`src/rtl/path_readback_ctrl_pkg.sv`:
```
// Mailbox map and FSM encoding shared by the path readback and point-load controllers.
// The CPU mailbox sits at BASE_ADR. Path node i is at BASE_ADR + PATH_OFS + 4*i.
package path_readback_ctrl_pkg;

    localparam logic [31:0] BASE_ADR = 32'h0200_0000;
    localparam logic [31:0] SP_OFS   = 32'h0;
    localparam logic [31:0] EP_OFS   = 32'h4;
    localparam logic [31:0] LEN_OFS  = 32'h8;
    localparam logic [31:0] DONE_OFS = 32'hC;
    localparam logic [31:0] PATH_OFS = 32'h10;

    localparam int MAX_NODES = 32;
    localparam int POLL_GAP  = 16;
    localparam int MAX_POLLS = 1024;
    localparam int NODE_W    = 5;
    localparam int LEN_W     = 6;
    localparam int IDX_W     = 5;
    localparam int POLL_W    = 11;
    localparam int GAP_W     = 5;

    localparam logic [POLL_W-1:0] POLL_LAST = POLL_W'(MAX_POLLS - 1);
    localparam logic [GAP_W-1:0]  GAP_LOAD  = GAP_W'(POLL_GAP - 1);

    typedef enum logic [3:0] {
        ST_IDLE      = 4'd0,
        ST_POLL_REQ  = 4'd1,
        ST_POLL_WAIT = 4'd2,
        ST_GAP       = 4'd3,
        ST_LEN_REQ   = 4'd4,
        ST_LEN_WAIT  = 4'd5,
        ST_NODE_REQ  = 4'd6,
        ST_NODE_WAIT = 4'd7,
        ST_NODE_OUT  = 4'd8,
        ST_DONE      = 4'd9,
        ST_ERR       = 4'd10
    } prc_state_e;

    function automatic logic [31:0] node_adr(input logic [IDX_W-1:0] idx);
        return BASE_ADR + PATH_OFS + {25'd0, idx, 2'b00};
    endfunction

endpackage

```
`src/rtl/path_readback_ctrl_if.sv`:
```
// Bundles the external memory port (req/gnt plus read strobe) and the node output stream.
interface path_readback_ctrl_if
    import path_readback_ctrl_pkg::*;
();
    logic              mem_req;
    logic              mem_gnt;
    logic              Ext_ReadEn;
    logic [31:0]       Ext_DataAdr;
    logic [31:0]       Ext_ReadData;
    logic              node_valid;
    logic              node_ready;
    logic [NODE_W-1:0] node_data;
    logic              node_last;

    modport master (
        output mem_req, Ext_ReadEn, Ext_DataAdr, node_valid, node_data, node_last,
        input  mem_gnt, Ext_ReadData, node_ready
    );

    modport slave (
        input  mem_req, Ext_ReadEn, Ext_DataAdr, node_valid, node_data, node_last,
        output mem_gnt, Ext_ReadData, node_ready
    );
endinterface

```
`src/rtl/path_readback_ctrl.sv`:
```
// Polls the CPU done word, reads the path length and streams each path node downstream.
// state     | meaning
// IDLE      | waiting for start          POLL_REQ/WAIT | read done word
// GAP       | back off between polls     LEN_REQ/WAIT  | read path length
// NODE_REQ/WAIT | read node idx          NODE_OUT      | present node until accepted
// DONE/ERR  | finished ok / timeout or bad length
module path_readback_ctrl
    import path_readback_ctrl_pkg::*;
(
    input  logic             clk,
    input  logic             reset_n,
    input  logic             i_start,
    input  logic             i_abort,
    path_readback_ctrl_if.master bus,
    output logic [LEN_W-1:0] o_path_len,
    output logic             o_busy,
    output logic             o_done,
    output logic             o_error
);

    prc_state_e        r_state, w_state_nxt;
    logic [IDX_W-1:0]  r_idx;
    logic [POLL_W-1:0] r_poll_cnt;
    logic [GAP_W-1:0]  r_gap_cnt;
    logic [LEN_W-1:0]  r_path_len;
    logic [NODE_W-1:0] r_node_data;

    logic              w_mem_req;
    logic              w_rd_en;
    logic [31:0]       w_req_adr;
    logic              w_last;
    logic              w_rd_zero;

    assign w_last    = ({1'b0, r_idx} == (r_path_len - 6'd1));
    assign w_rd_zero = (bus.Ext_ReadData == 32'd0);

    always_ff @(posedge clk or negedge reset_n) begin
        if (!reset_n) r_state <= ST_IDLE;
        else          r_state <= w_state_nxt;
    end

    always_comb begin
        w_state_nxt = r_state;
        w_mem_req   = 1'b0;
        w_req_adr   = 32'd0;
        unique case (r_state)
            ST_IDLE: if (i_start) w_state_nxt = ST_POLL_REQ;
            ST_POLL_REQ: begin
                w_mem_req = 1'b1;
                w_req_adr = BASE_ADR + DONE_OFS;
                if (bus.mem_gnt) w_state_nxt = ST_POLL_WAIT;
            end
            ST_POLL_WAIT: begin
                if (!w_rd_zero)                   w_state_nxt = ST_LEN_REQ;
                else if (r_poll_cnt == POLL_LAST) w_state_nxt = ST_ERR;
                else                              w_state_nxt = ST_GAP;
            end
            ST_GAP: if (r_gap_cnt == '0) w_state_nxt = ST_POLL_REQ;
            ST_LEN_REQ: begin
                w_mem_req = 1'b1;
                w_req_adr = BASE_ADR + LEN_OFS;
                if (bus.mem_gnt) w_state_nxt = ST_LEN_WAIT;
            end
            ST_LEN_WAIT: begin
                if (w_rd_zero)                                   w_state_nxt = ST_DONE;
                else if (bus.Ext_ReadData > 32'(MAX_NODES)) w_state_nxt = ST_ERR;
                else                                             w_state_nxt = ST_NODE_REQ;
            end
            ST_NODE_REQ: begin
                w_mem_req = 1'b1;
                w_req_adr = node_adr(r_idx);
                if (bus.mem_gnt) w_state_nxt = ST_NODE_WAIT;
            end
            ST_NODE_WAIT: w_state_nxt = ST_NODE_OUT;
            ST_NODE_OUT: if (bus.node_ready) w_state_nxt = w_last ? ST_DONE : ST_NODE_REQ;
            ST_DONE, ST_ERR: if (i_start) w_state_nxt = ST_POLL_REQ;
            default: w_state_nxt = ST_IDLE;
        endcase
        // abort wins over every other transition, including a same-cycle start
        if (i_abort) begin
            w_state_nxt = ST_IDLE;
            w_mem_req   = 1'b0;
        end
    end

    always_ff @(posedge clk or negedge reset_n) begin
        if (!reset_n) begin
            r_idx       <= '0;
            r_poll_cnt  <= '0;
            r_gap_cnt   <= '0;
            r_path_len  <= '0;
            r_node_data <= '0;
        end else if (i_abort) begin
            r_idx       <= '0;
            r_poll_cnt  <= '0;
            r_gap_cnt   <= '0;
            r_path_len  <= '0;
            r_node_data <= '0;
        end else begin
            unique case (r_state)
                ST_IDLE, ST_DONE, ST_ERR: if (i_start) r_poll_cnt <= '0;
                ST_POLL_WAIT: begin
                    if (w_rd_zero) begin
                        r_poll_cnt <= r_poll_cnt + 1'b1;
                        r_gap_cnt  <= GAP_LOAD;
                    end
                end
                ST_GAP: if (r_gap_cnt != '0) r_gap_cnt <= r_gap_cnt - 1'b1;
                ST_LEN_WAIT: begin
                    r_path_len <= bus.Ext_ReadData[LEN_W-1:0];
                    r_idx      <= '0;
                end
                ST_NODE_WAIT: r_node_data <= bus.Ext_ReadData[NODE_W-1:0];
                ST_NODE_OUT: if (bus.node_ready && !w_last) r_idx <= r_idx + 1'b1;
                default: ;
            endcase
        end
    end

    assign w_rd_en         = w_mem_req & bus.mem_gnt;
    assign bus.mem_req     = w_mem_req;
    assign bus.Ext_ReadEn  = w_rd_en;
    assign bus.Ext_DataAdr = w_rd_en ? w_req_adr : 32'd0;
    assign bus.node_valid  = (r_state == ST_NODE_OUT);
    assign bus.node_last   = (r_state == ST_NODE_OUT) & w_last;
    assign bus.node_data   = r_node_data;

    assign o_path_len = r_path_len;
    assign o_done     = (r_state == ST_DONE);
    assign o_error    = (r_state == ST_ERR);
    assign o_busy     = (r_state != ST_IDLE) && (r_state != ST_DONE) && (r_state != ST_ERR);

endmodule

```
`src/flat_wrapper.sv`:
```
// flat-port wrapper written by rule: the top's interface ports become plain ports
module path_readback_ctrl_flat import path_readback_ctrl_pkg::*;
  (clk, reset_n, i_start, i_abort, o_path_len, o_busy, o_done, o_error, bus_mem_req, bus_Ext_ReadEn, bus_Ext_DataAdr, bus_node_valid, bus_node_data, bus_node_last, bus_mem_gnt, bus_Ext_ReadData, bus_node_ready);
  path_readback_ctrl_if bus_i ();
  input  logic clk;
  input  logic reset_n;
  input  logic i_start;
  input  logic i_abort;
  output logic [LEN_W-1:0] o_path_len;
  output logic o_busy;
  output logic o_done;
  output logic o_error;
  output wire logic [$bits(bus_i.mem_req)-1:0] bus_mem_req;
  output wire logic [$bits(bus_i.Ext_ReadEn)-1:0] bus_Ext_ReadEn;
  output wire logic [$bits(bus_i.Ext_DataAdr)-1:0] bus_Ext_DataAdr;
  output wire logic [$bits(bus_i.node_valid)-1:0] bus_node_valid;
  output wire logic [$bits(bus_i.node_data)-1:0] bus_node_data;
  output wire logic [$bits(bus_i.node_last)-1:0] bus_node_last;
  input wire logic [$bits(bus_i.mem_gnt)-1:0] bus_mem_gnt;
  input wire logic [$bits(bus_i.Ext_ReadData)-1:0] bus_Ext_ReadData;
  input wire logic [$bits(bus_i.node_ready)-1:0] bus_node_ready;
  assign bus_mem_req = bus_i.mem_req;
  assign bus_Ext_ReadEn = bus_i.Ext_ReadEn;
  assign bus_Ext_DataAdr = bus_i.Ext_DataAdr;
  assign bus_node_valid = bus_i.node_valid;
  assign bus_node_data = bus_i.node_data;
  assign bus_node_last = bus_i.node_last;
  assign bus_i.mem_gnt = bus_mem_gnt;
  assign bus_i.Ext_ReadData = bus_Ext_ReadData;
  assign bus_i.node_ready = bus_node_ready;
  path_readback_ctrl u_core (.clk(clk), .reset_n(reset_n), .i_start(i_start), .i_abort(i_abort), .bus(bus_i), .o_path_len(o_path_len), .o_busy(o_busy), .o_done(o_done), .o_error(o_error));
endmodule
```
`config.mk`:
```
export PLATFORM = sky130hd
export DESIGN_NAME = path_readback_ctrl_flat
export DESIGN_NICKNAME = d
export VERILOG_FILES = /design/src/rtl/path_readback_ctrl_pkg.sv /design/src/rtl/path_readback_ctrl_if.sv /design/src/rtl/path_readback_ctrl.sv /design/src/flat_wrapper.sv
export SDC_FILE = /design/constraint.sdc
export NUM_CORES = 1
export LEC_CHECK = 0
export BUFFER_PORTS_ARGS = -buffer_cell sky130_fd_sc_hd__clkbuf_2
export CAP_MARGIN = 10
export CORE_ASPECT_RATIO = 0.5
export CORE_MARGIN = 2
export CORE_UTILIZATION = 40
export CTS_CLUSTER_DIAMETER = 100
export DETAILED_ROUTE_END_ITERATION = 6
export PLACE_DENSITY = 0.75
export SLEW_MARGIN = 40
export SYNTH_ARGS = -nofsm -noshare
export SYNTH_HDL_FRONTEND = slang
export SYNTH_SLANG_ARGS = --single-unit
```
`constraint.sdc`:
```
create_clock -name clk -period 2.2 [get_ports clk]
set_input_delay 0.33 -clock clk [delete_from_list [all_inputs] [get_ports clk]]
set_output_delay 0.33 -clock clk [all_outputs]
set_load 0.005 [all_outputs]
```
[Word level (Yosys, flattened, before mapping)]
Index checks and enable logic that the tools add are counted.
Cells by class
  $add $sub $neg: 5
  magnitude comparators: 1
  equality and inequality tests: 23
  muxes and demuxes: 32
  bitwise logic cells: 2
  reduce and logical (&&, ||, !) cells: 20
Operator list (count)
  $pmux 32 s3: 1
  $mux 4: 12
  $pmux 4 s9: 1
  $mux 5: 7
  $mux 11: 3
  $gt 32x6->1 const B: 1
  $logic_not 32->1: 1
  $mux 32: 1
  $add 26x7->27 const A: 1
  $pmux 11 s2: 1
  $pmux 5 s2: 2
  $eq 4x3->1 const B: 4
  $ne 3x2->1 const B: 5
  $eq 4x4->1 const B: 3
  $mux 6: 2
  $add 11x1->11 const B: 1
  $eq 11x10->1 const B: 1
  $ne 3x3->1 const B: 3
  $reduce_bool 3->1: 3
  $eq 4x2->1 const B: 2
  $ne 4x4->1 const B: 2
  $eq 5x6->1: 1
  $reduce_and 3->1: 2
  $reduce_and 6->1: 1
  other kinds (16): 22
Word-level totals
  register bits: 36
  input port bits: 38
  output and inout port bits: 50
  word-level logic and storage cells: 89

[Longest topological paths before layout]
Gate-level depths: netlist of the first run.
  depth after elaboration: 7
  gate-level depth with buffers: 9
  gate-level depth less buffers: 8

[Worst setup path before layout of the first run]
Ideal clock, no wire load.
  path kind: register to output
  from: reg u_core.r_state[0]
  to: out bus_Ext_DataAdr[6]
  arrival: 1.962 ns
  slack: -0.092 ns
  cell stages (with the launch flop): 8
  path buffers: 2
  cell sequence: dfrtp_1 -> clkbuf_1 -> buf_1 -> nor3b_1 -> o21a_1 -> nand2_1 -> or3_1 -> nor2_1
On the way
  cells in the longest elaborated chain, start to end: 6
  elaborated cells on any way between the ends: 9
RTL lines
  start, declared: line path_readback_ctrl.sv:21  | prc_state_e r_state, w_state_nxt;
  start signal, assigned: line path_readback_ctrl.sv:39  | else r_state <= w_state_nxt;
  $eq 4x1->1 or $eq 4x3->1 (tied branches): line path_readback_ctrl.sv:46  | unique case (r_state)
  $reduce_or 3->1 (no source line) *
  $mux 1 *: line path_readback_ctrl.sv:46
  $mux 1 *: line path_readback_ctrl.sv:80  | if (i_abort) begin
  via bus_mem_req: line flat_wrapper.sv:13  | output wire logic [$bits(bus_i.mem_req)-1:0] bus_mem_req;
  $and 1x1->1 *: line path_readback_ctrl.sv:120  | assign w_rd_en = w_mem_req & bus.mem_gnt;
  $mux 32 *: line path_readback_ctrl.sv:123  | assign bus.Ext_DataAdr = w_rd_en ? w_req_adr : 32'd0;
  end, declared: line flat_wrapper.sv:15  | output wire logic [$bits(bus_i.Ext_DataAdr)-1:0] bus_Ext_DataAdr;
The timed path passes the listed nets; every way through them passes the cells marked *.

[Worst setup path in the final report of the first run]
  from: reg u_core.r_path_len[0] (netlist: u_core.o_path_len[0])
  to: out bus_node_last
On the way
  cells in the longest elaborated chain, start to end: 3
RTL lines
  start, declared: line path_readback_ctrl.sv:25  | logic [LEN_W-1:0] r_path_len;
  start signal, assigned: line path_readback_ctrl.sv:110  | r_path_len <= bus.Ext_ReadData[LEN_W-1:0];
  $sub 6x1->6: line path_readback_ctrl.sv:34  | assign w_last = ({1'b0, r_idx} == (r_path_len - 6'd1));
  $eq 5x6->1: line path_readback_ctrl.sv:34
  $and 1x1->1: line path_readback_ctrl.sv:125  | assign bus.node_last = (r_state == ST_NODE_OUT) & w_last;
  end, declared: line flat_wrapper.sv:18  | output wire logic [$bits(bus_i.node_last)-1:0] bus_node_last;
Every way passes these cells.

==> results of run 1 <==
==> sequential cells by signal (all words and copies together), names as in the netlist <==
signal and cells:
u_core.bus.node_data 5, u_core.o_path_len 6, u_core.r_gap_cnt 5, u_core.r_idx 5, u_core.r_poll_cnt 11, u_core.r_state 4
==> cells by family after synthesis <==
family / after synthesis / synth area share
AND/OR/NAND/NOR: 142 / 0.2822
AO/OA/AOI/OAI: 81 / 0.1979
buffers and inverters: 55 / 0.1128
flip-flops: 36 / 0.3369
XOR/XNOR: 10 / 0.03275
adder cells (fa/ha/maj): 6 / 0.02808
multiplexers: 2 / 0.007955
other: 1 / 0.001402
==> what timing repair did <==
action / in CTS / in global routing
gates resized for setup: 6 / 11
endpoints found under the hold margin: 10 / 0
hold buffers: 1 / 0
pin swaps: 1 / 7
buffers inserted: 6 / 12
setup endpoints to repair: 5 / 18
cloned: 0 / 1
==> worst reg2reg max path, delay by kind of cell (launching register included) <==
kind / cells / cell delay (ns)
AOI/OAI and AO/OA: 5 / 0.94
and+or+nand+nor: 1 / 0.13
DFF: 1 / 0.41
buffers and inverters: 4 / 0.57
==> metrics by stage <==
| stage | setup slack, ns | power (uW) | TNS [ns] | std cells | hold WS (ns) |
|---|---|---|---|---|---|
| after global routing | -0.07672 | 2179 | -0.2067 | 526 | 0.3054 |
| final | 0.01214 | 2077 | 0 | 526 | 0.3003 |
| after global placement | -0.2183 | 1242 | -2.629 | 498 | 0.2400 |
| after floorplan | -0.04276 | 1065 | -0.2577 | 357 | 0.03441 |
| after CTS | 0.001362 | 1997 | 0 | 513 | 0.2990 |
| after detailed placement | -0.2363 | 1248 | -3.009 | 498 | 0.2331 |
==> final timing paths <==
kind	slack (ns)	from	to
min in group asynchronous	0.48	reset_n	u_core.r_idx[3]
setup reg to reg	0.05	u_core.o_path_len[1]	u_core.r_state[3]
hold reg to reg	0.49	u_core.r_gap_cnt[4]	u_core.r_gap_cnt[4]
hold / removal	0.30	bus_Ext_ReadData[0]	u_core.bus.node_data[0]
setup / recovery	0.01	u_core.o_path_len[0]	bus_node_last
max in group asynchronous	1.18	reset_n	u_core.r_poll_cnt[6]
==> final cells by class <==
| type | instances | area, um2 | area share |
|---|---|---|---|
| timing repair buffer | 110 | 693.2 | 0.1952 |
| sequential | 36 | 903.4 | 0.2544 |
| multi-input combinational | 267 | 1630 | 0.4591 |
| inverter | 17 | 63.81 | 0.01797 |
| tap | 88 | 110.1 | 0.03101 |
| clock inverter | 1 | 7.507 | 0.002114 |
| clock buffer | 7 | 142.6 | 0.04017 |
==> per-layer routing <==
metal / track usage / vias to the layer above / share of wire
met1: 0.2531 / 1326 / 0.47
met2: 0.2898 / 105 / 0.46
li1: - / 1358 / -
met3: 0.03285 / 8 / 0.064
met5: 0 / - / 0
met4: 0.06723 / 0 / 0.010
==> Yosys cell counts (3+ instances only) <==
cell type  instances
clkbuf_1          11
nand2_1           38
nor4_1             7
nand3_1           12
a21oi_1           24
ha_1               6
xnor2_1            5
o21ai_0           21
buf_4             25
or2_2              3
or4_1              3
and3_1             8
nor3_1             8
a311oi_1           4
nand3b_1           5
a31oi_1            3
dfrtp_1           36
a211oi_1           4
inv_1             17
or3_1              8
and2_1             4
a22o_1             3
nor2_1            24
xor2_1             5
nand2b_1          10
==> where the power goes <==
part | internal (uW) | switching (uW)
registers | 679 | 21.8
clock network | 451 | 273
logic | 307 | 346
total | 1440 | 641
==> results.txt, run 1 <==
Yosys top cell area share - 0.3369
Layout cells sized above 1 - 0.3242
Cell variety after synth - 56
Die Y - 61.81 um
Routed WL per cell - 13.72 um
Skew final - 0.004365 ns
Area grow syn2layout - 32.80%
Placed cell area - 3171 um2
Crit path max-delay family - flip-flops
Clock latency on the worst-skew pair - 0.28 ns
Clk pin slew, worst setup/hold paths - 0.06 ns
Post-synth ARST share - 1.000
Drt initial violations - 221
Crit path buf inv count - 3
Max incr delay on CP - 0.44 ns
# DRC - 0
Cell Area, Synth - 2674 um2
Commonest non-fill, non-tap cell in the layout - clkbuf_2
I/O Buffers - 62
Fin. Hold Viols - 0
Max Freq - 457.1 MHz
Via count - 2,797
R2R cell count - 10
End-of-flow core utilization - 0.5676
Detailed Routing Iterations Pass 1 - 5
Fin crit period - 2.188 ns
Critical path required time - 1.87 ns
Grt ovf - 0
Critical path capture point type - primary output
RSZ-0062 raised after global routing - yes
Die area - 7394 um2
Starting Density - 0.4274
# rows - 20
Num CTS Buffers - 5
Number of synthesized flops with an enable pin - 0
Clk root buf - clkbuf_16
Total wire length - 7217 um
Fill count - 568
Sequential area share after synthesis - 0.3369
Synthesized area per cell - 8.029 um2
CTS tree - yes
Final-report max-slew violation count - 0
Critical path launch point type - flip-flop
Synth warn - 0
Critical path peak fanout - 4
HP Class - in -> reg
Ports - 88
Max Cap Viol - 0
Crit share post-route - 0.9945
Placer Congestion - 0.8850
Post-route cell area - 3551 um2
Leak pwr - 0.001732 uW
GRT Total Usage - 0.1816
Die X - 119.6 um
Vias in the first global route - 2,263
Max clock buf depth - 2
Nets@finish - 481
Largest net degree at the start of global routing - 24
Setup CP Type - reg -> out
Top cells by area, synth - dfrtp_1, buf_4, nand2_1, a21oi_1, o21ai_0
Diodes inserted - 0
Critical path, cell by cell - inv_2 -> ha_4 -> xor2_1 -> o2111ai_1 -> a211oi_1 -> buf_4 -> and2_1 -> clkbuf_2
Post-DP HPWL - 5219 um
Outcome - finished, final reports clean
H-tree lvl count - 2
Largest area contributor in the synthesized netlist - dfrtp_1
Max IR drop VDD - 0.3103 mV
Global-route wire length before repair - 10,610 um
Hold depth - 3
Sink Count - 36
Synth Flop Type - dfrtp_1
Via/cell ratio - 5.317
FF+latch count, synth - 36
Slowest CP cell - dfrtp_2
Setup violations, final - 0
Pwr per Cell Area - 585.0 nW/um2
Initial antenna violation count - 0
Antenna Nets Post-Route - 0
Core area - 6256 um2
WP depth - 8
Post-Synthesis Cells - 333
Most frequent cells in the layout - clkbuf_2, buf_4, nand2_1
Crit path DAT - 1.86 ns
No activity file was read; power rests on OpenSTA's default activity.
==> run 2, diff against run 1 <==
--- a/config.mk
+++ b/config.mk
@@ -9,9 +9,9 @@
 export CAP_MARGIN = 10
 export CORE_ASPECT_RATIO = 0.5
-export CORE_MARGIN = 2
 export CORE_UTILIZATION = 40
 export CTS_CLUSTER_DIAMETER = 100
 export DETAILED_ROUTE_END_ITERATION = 6
 export PLACE_DENSITY = 0.75
+export RECOVER_POWER = 25
 export SLEW_MARGIN = 40
 export SYNTH_ARGS = -nofsm -noshare
==> constraint.sdc (replaced) <==
create_clock -name clk -period 2.2 [get_ports clk]
set_input_delay 0.33 -clock clk [delete_from_list [all_inputs] [get_ports clk]]
set_output_delay 0.33 -clock clk [all_outputs]
set_load 0.05 [all_outputs]
==> run 2 against run 1 <==
  * The flow now finishes with violations (setup timing)
  * Final cell count shrank 0.95%
  * Fmax shrank 2.5%
  * Hold slack lost 0.076 ns
  * Routed wire length grew 3.3%
  * Sequential cell count is the same
==> results.txt, run 2 (synthesized netlist as in run 1, its figures left out) <==
Critical path launch point type - flip-flop (unchanged)
Sink Count - 36 (unchanged)
Outcome - finished with violations (was finished, final reports clean)
I/O Buffers - 62 (unchanged)
Via/cell ratio - 5.388 (was 5.317)
Num CTS Buffers - 5 (unchanged)
Clock latency on the worst-skew pair - 0.28 ns (about the same)
Flop2flop setup slack - 0.09 ns (was 0.05 ns)
Ports - 88 (unchanged)
Max clock buf depth - 2 (unchanged)
Fin. Hold Viols - 0 (unchanged)
Placed cell area - 3283 um2 (was 3171 um2)
Area grow syn2layout - 37.11% (was 32.80%)
Detailed Routing Iterations Pass 1 - 5 (unchanged)
H-tree lvl count - 2 (unchanged)
Placer Congestion - 0.8717 (was 0.8850)
# rows - 20 (unchanged)
Critical path required time - 1.87 ns (about the same)
Largest net degree at the start of global routing - 24 (unchanged)
Global-route wire length before repair - 11,450 um (was 10,610 um)
Pwr per Cell Area - 636.0 nW/um2 (was 585.0 nW/um2)
Worst R2R End - u_core.r_state[2] (was u_core.r_state[3])
Most frequent cells in the layout - clkbuf_2, nand2_1, buf_4 (was clkbuf_2, buf_4, nand2_1)
Routed WL per cell - 14.31 um (was 13.72 um)
Nets@finish - 476 (was 481)
Initial antenna violation count - 0 (unchanged)
Drt initial violations - 205 (was 221)
Setup violations, final - 4 (was 0)
Crit share post-route - 1.020 (was 0.9945)
Max IR drop VDD - 0.3293 mV (was 0.3103 mV)
Post-route cell area - 3666 um2 (was 3551 um2)
Relative slew slack - 0.2842
Max FFs per register - 11 (unchanged)
GRT Total Usage - 0.2040 (was 0.1816)
Failing checks - setup timing
Final-report max-slew violation count - 0 (unchanged)
RSZ-0062 raised after global routing - yes (unchanged)
Commonest non-fill, non-tap cell in the layout - clkbuf_2 (unchanged)
Layout cells sized above 1 - 0.3418 (was 0.3242)
Core area - 6256 um2 (unchanged)
Critical path peak fanout - 5 (was 4)
Crit path DAT - 1.91 ns (was 1.86 ns)
Total wire length - 7454 um (was 7217 um)
Die X - 117.6 um (was 119.6 um)
Antenna Nets Post-Route - 0 (unchanged)
Pwr Total - 2332 uW (was 2077 uW)
CTS tree - yes (unchanged)
Post-DP HPWL - 5156 um (was 5219 um)
Starting Density - 0.4274 (unchanged)
Die Y - 59.81 um (was 61.81 um)
Worst Tran Pin Value - 1.074 ns
Via count - 2,807 (was 2,797)
R2R cell count - 8 (was 10)
Critical path capture point type - primary output (unchanged)
Top reg by flops - u_core.r_poll_cnt (unchanged)
Clk pin slew, worst setup/hold paths - 0.06 ns (about the same)
Skew final - 0.005592 ns (was 0.004365 ns)
Vias in the first global route - 2,503 (was 2,263)
Setup CP Type - reg -> out (unchanged)
Clk root buf - clkbuf_16 (unchanged)
# DRC - 0 (unchanged)
Die area - 7035 um2 (was 7394 um2)
Final WS setup - -0.04448 ns (was 0.01214 ns)
Grt ovf - 0 (unchanged)
End-of-flow core utilization - 0.5860 (was 0.5676)
Leak pwr - 0.001723 uW (was 0.001732 uW)
Max Freq - 445.5 MHz (was 457.1 MHz)
Worst r2r src - u_core.r_state[2] (was u_core.o_path_len[1])
Fin crit period - 2.244 ns (was 2.188 ns)
Max Cap Viol - 0 (unchanged)
HP Class - in -> async (was in -> reg)
Diodes inserted - 0 (unchanged)
==> run 2: cell count changes in the layout (fill, tap and decap cells not counted), moves of 2 or more <==
cell / change
nor2_2: -2
buf_4: -7
a21oi_1: -2
dfrtp_1: -2
buf_8: +4
buf_6: +2
clkbuf_2: -7
and2_4: +2
clkbuf_1: +2
and2_1: -2
dfrtp_2: +2
nand2b_1: -2
nor2_4: +3
nand2b_4: +2
==> run 2: per-stage QoR <==
step / TNS [ns] / hold WS (ns) / setup WS, ns / instances
3_5_place_dp: -1.992 / 0.3287 / -0.2006 / 502
6_report: -0.06807 / 0.2241 / -0.04448 / 521
4_1_cts: -0.3753 / 0.03249 / -0.1083 / 515
5_1_grt: -0.3408 / 0.3176 / -0.08177 / 521
2_1_floorplan: -0.08197 / 0.03441 / -0.06114 / 357
3_3_place_gp: -1.607 / 0.3141 / -0.1840 / 502
==> run 2: worst max path at each step <==
| stage | from | to | depth (start not counted) |
|---|---|---|---|
| global route | u_core.r_state[2] | bus_Ext_DataAdr[6] | 6 |
| floorplan | bus_Ext_ReadData[4] | u_core.r_poll_cnt[9] | 6 |
| CTS | u_core.r_state[1] | bus_Ext_DataAdr[6] | 7 |
| detailed placement | bus_Ext_ReadData[4] | u_core.r_poll_cnt[9] | 7 |
| global placement | bus_Ext_ReadData[4] | u_core.r_poll_cnt[9] | 7 |
| finish | u_core.r_state[1] | bus_node_last | 6 |
==> run 2: timing repair <==
item                       CTS  global route
setup buffers                5             6
hold buffers                 0             0
pin swaps                    6            11
setup endpoints to repair    6            23
gates resized for setup     17            25
gates cloned                 0             1
==> run 2: power breakdown <==
part,switching [uW],internal [uW],total [uW]
sequential,30.3,680,711
clock,280,451,731
combinational,551,338,890
total,862,1470,2330
==> run 2: critical path, stage by stage, from the launching register on <==
cell and delay (ns):
dfrtp_1 0.41, buf_4 0.14, or4b_4 0.55, buf_6 0.14, clkinvlp_4 0.10, and2_4 0.16, buf_8 0.14
==> run 2: layout make-up <==
| cell class | count | area [um2] |
|---|---|---|
| Tap cell | 88 | 110.1 |
| Timing Repair Buffer | 105 | 719.4 |
| Clock buffer | 7 | 142.6 |
| Sequential cell | 36 | 905.9 |
| Inverter | 17 | 67.56 |
| Clock inverter | 1 | 7.507 |
| Fill cell | 544 | 2590 |
| Multi-Input combinational cell | 267 | 1713 |
==> run 2: routing by layer <==
| layer | up-vias | wire (um) | track usage |
|---|---|---|---|
| li1 | 1345 | - | - |
| met1 | 1321 | 3294 | 0.2609 |
| met2 | 122 | 3500 | 0.3563 |
| met3 | 19 | 498 | 0.03721 |
| met4 | 0 | 161 | 0.06960 |
| met5 | - | 0 | 0 |
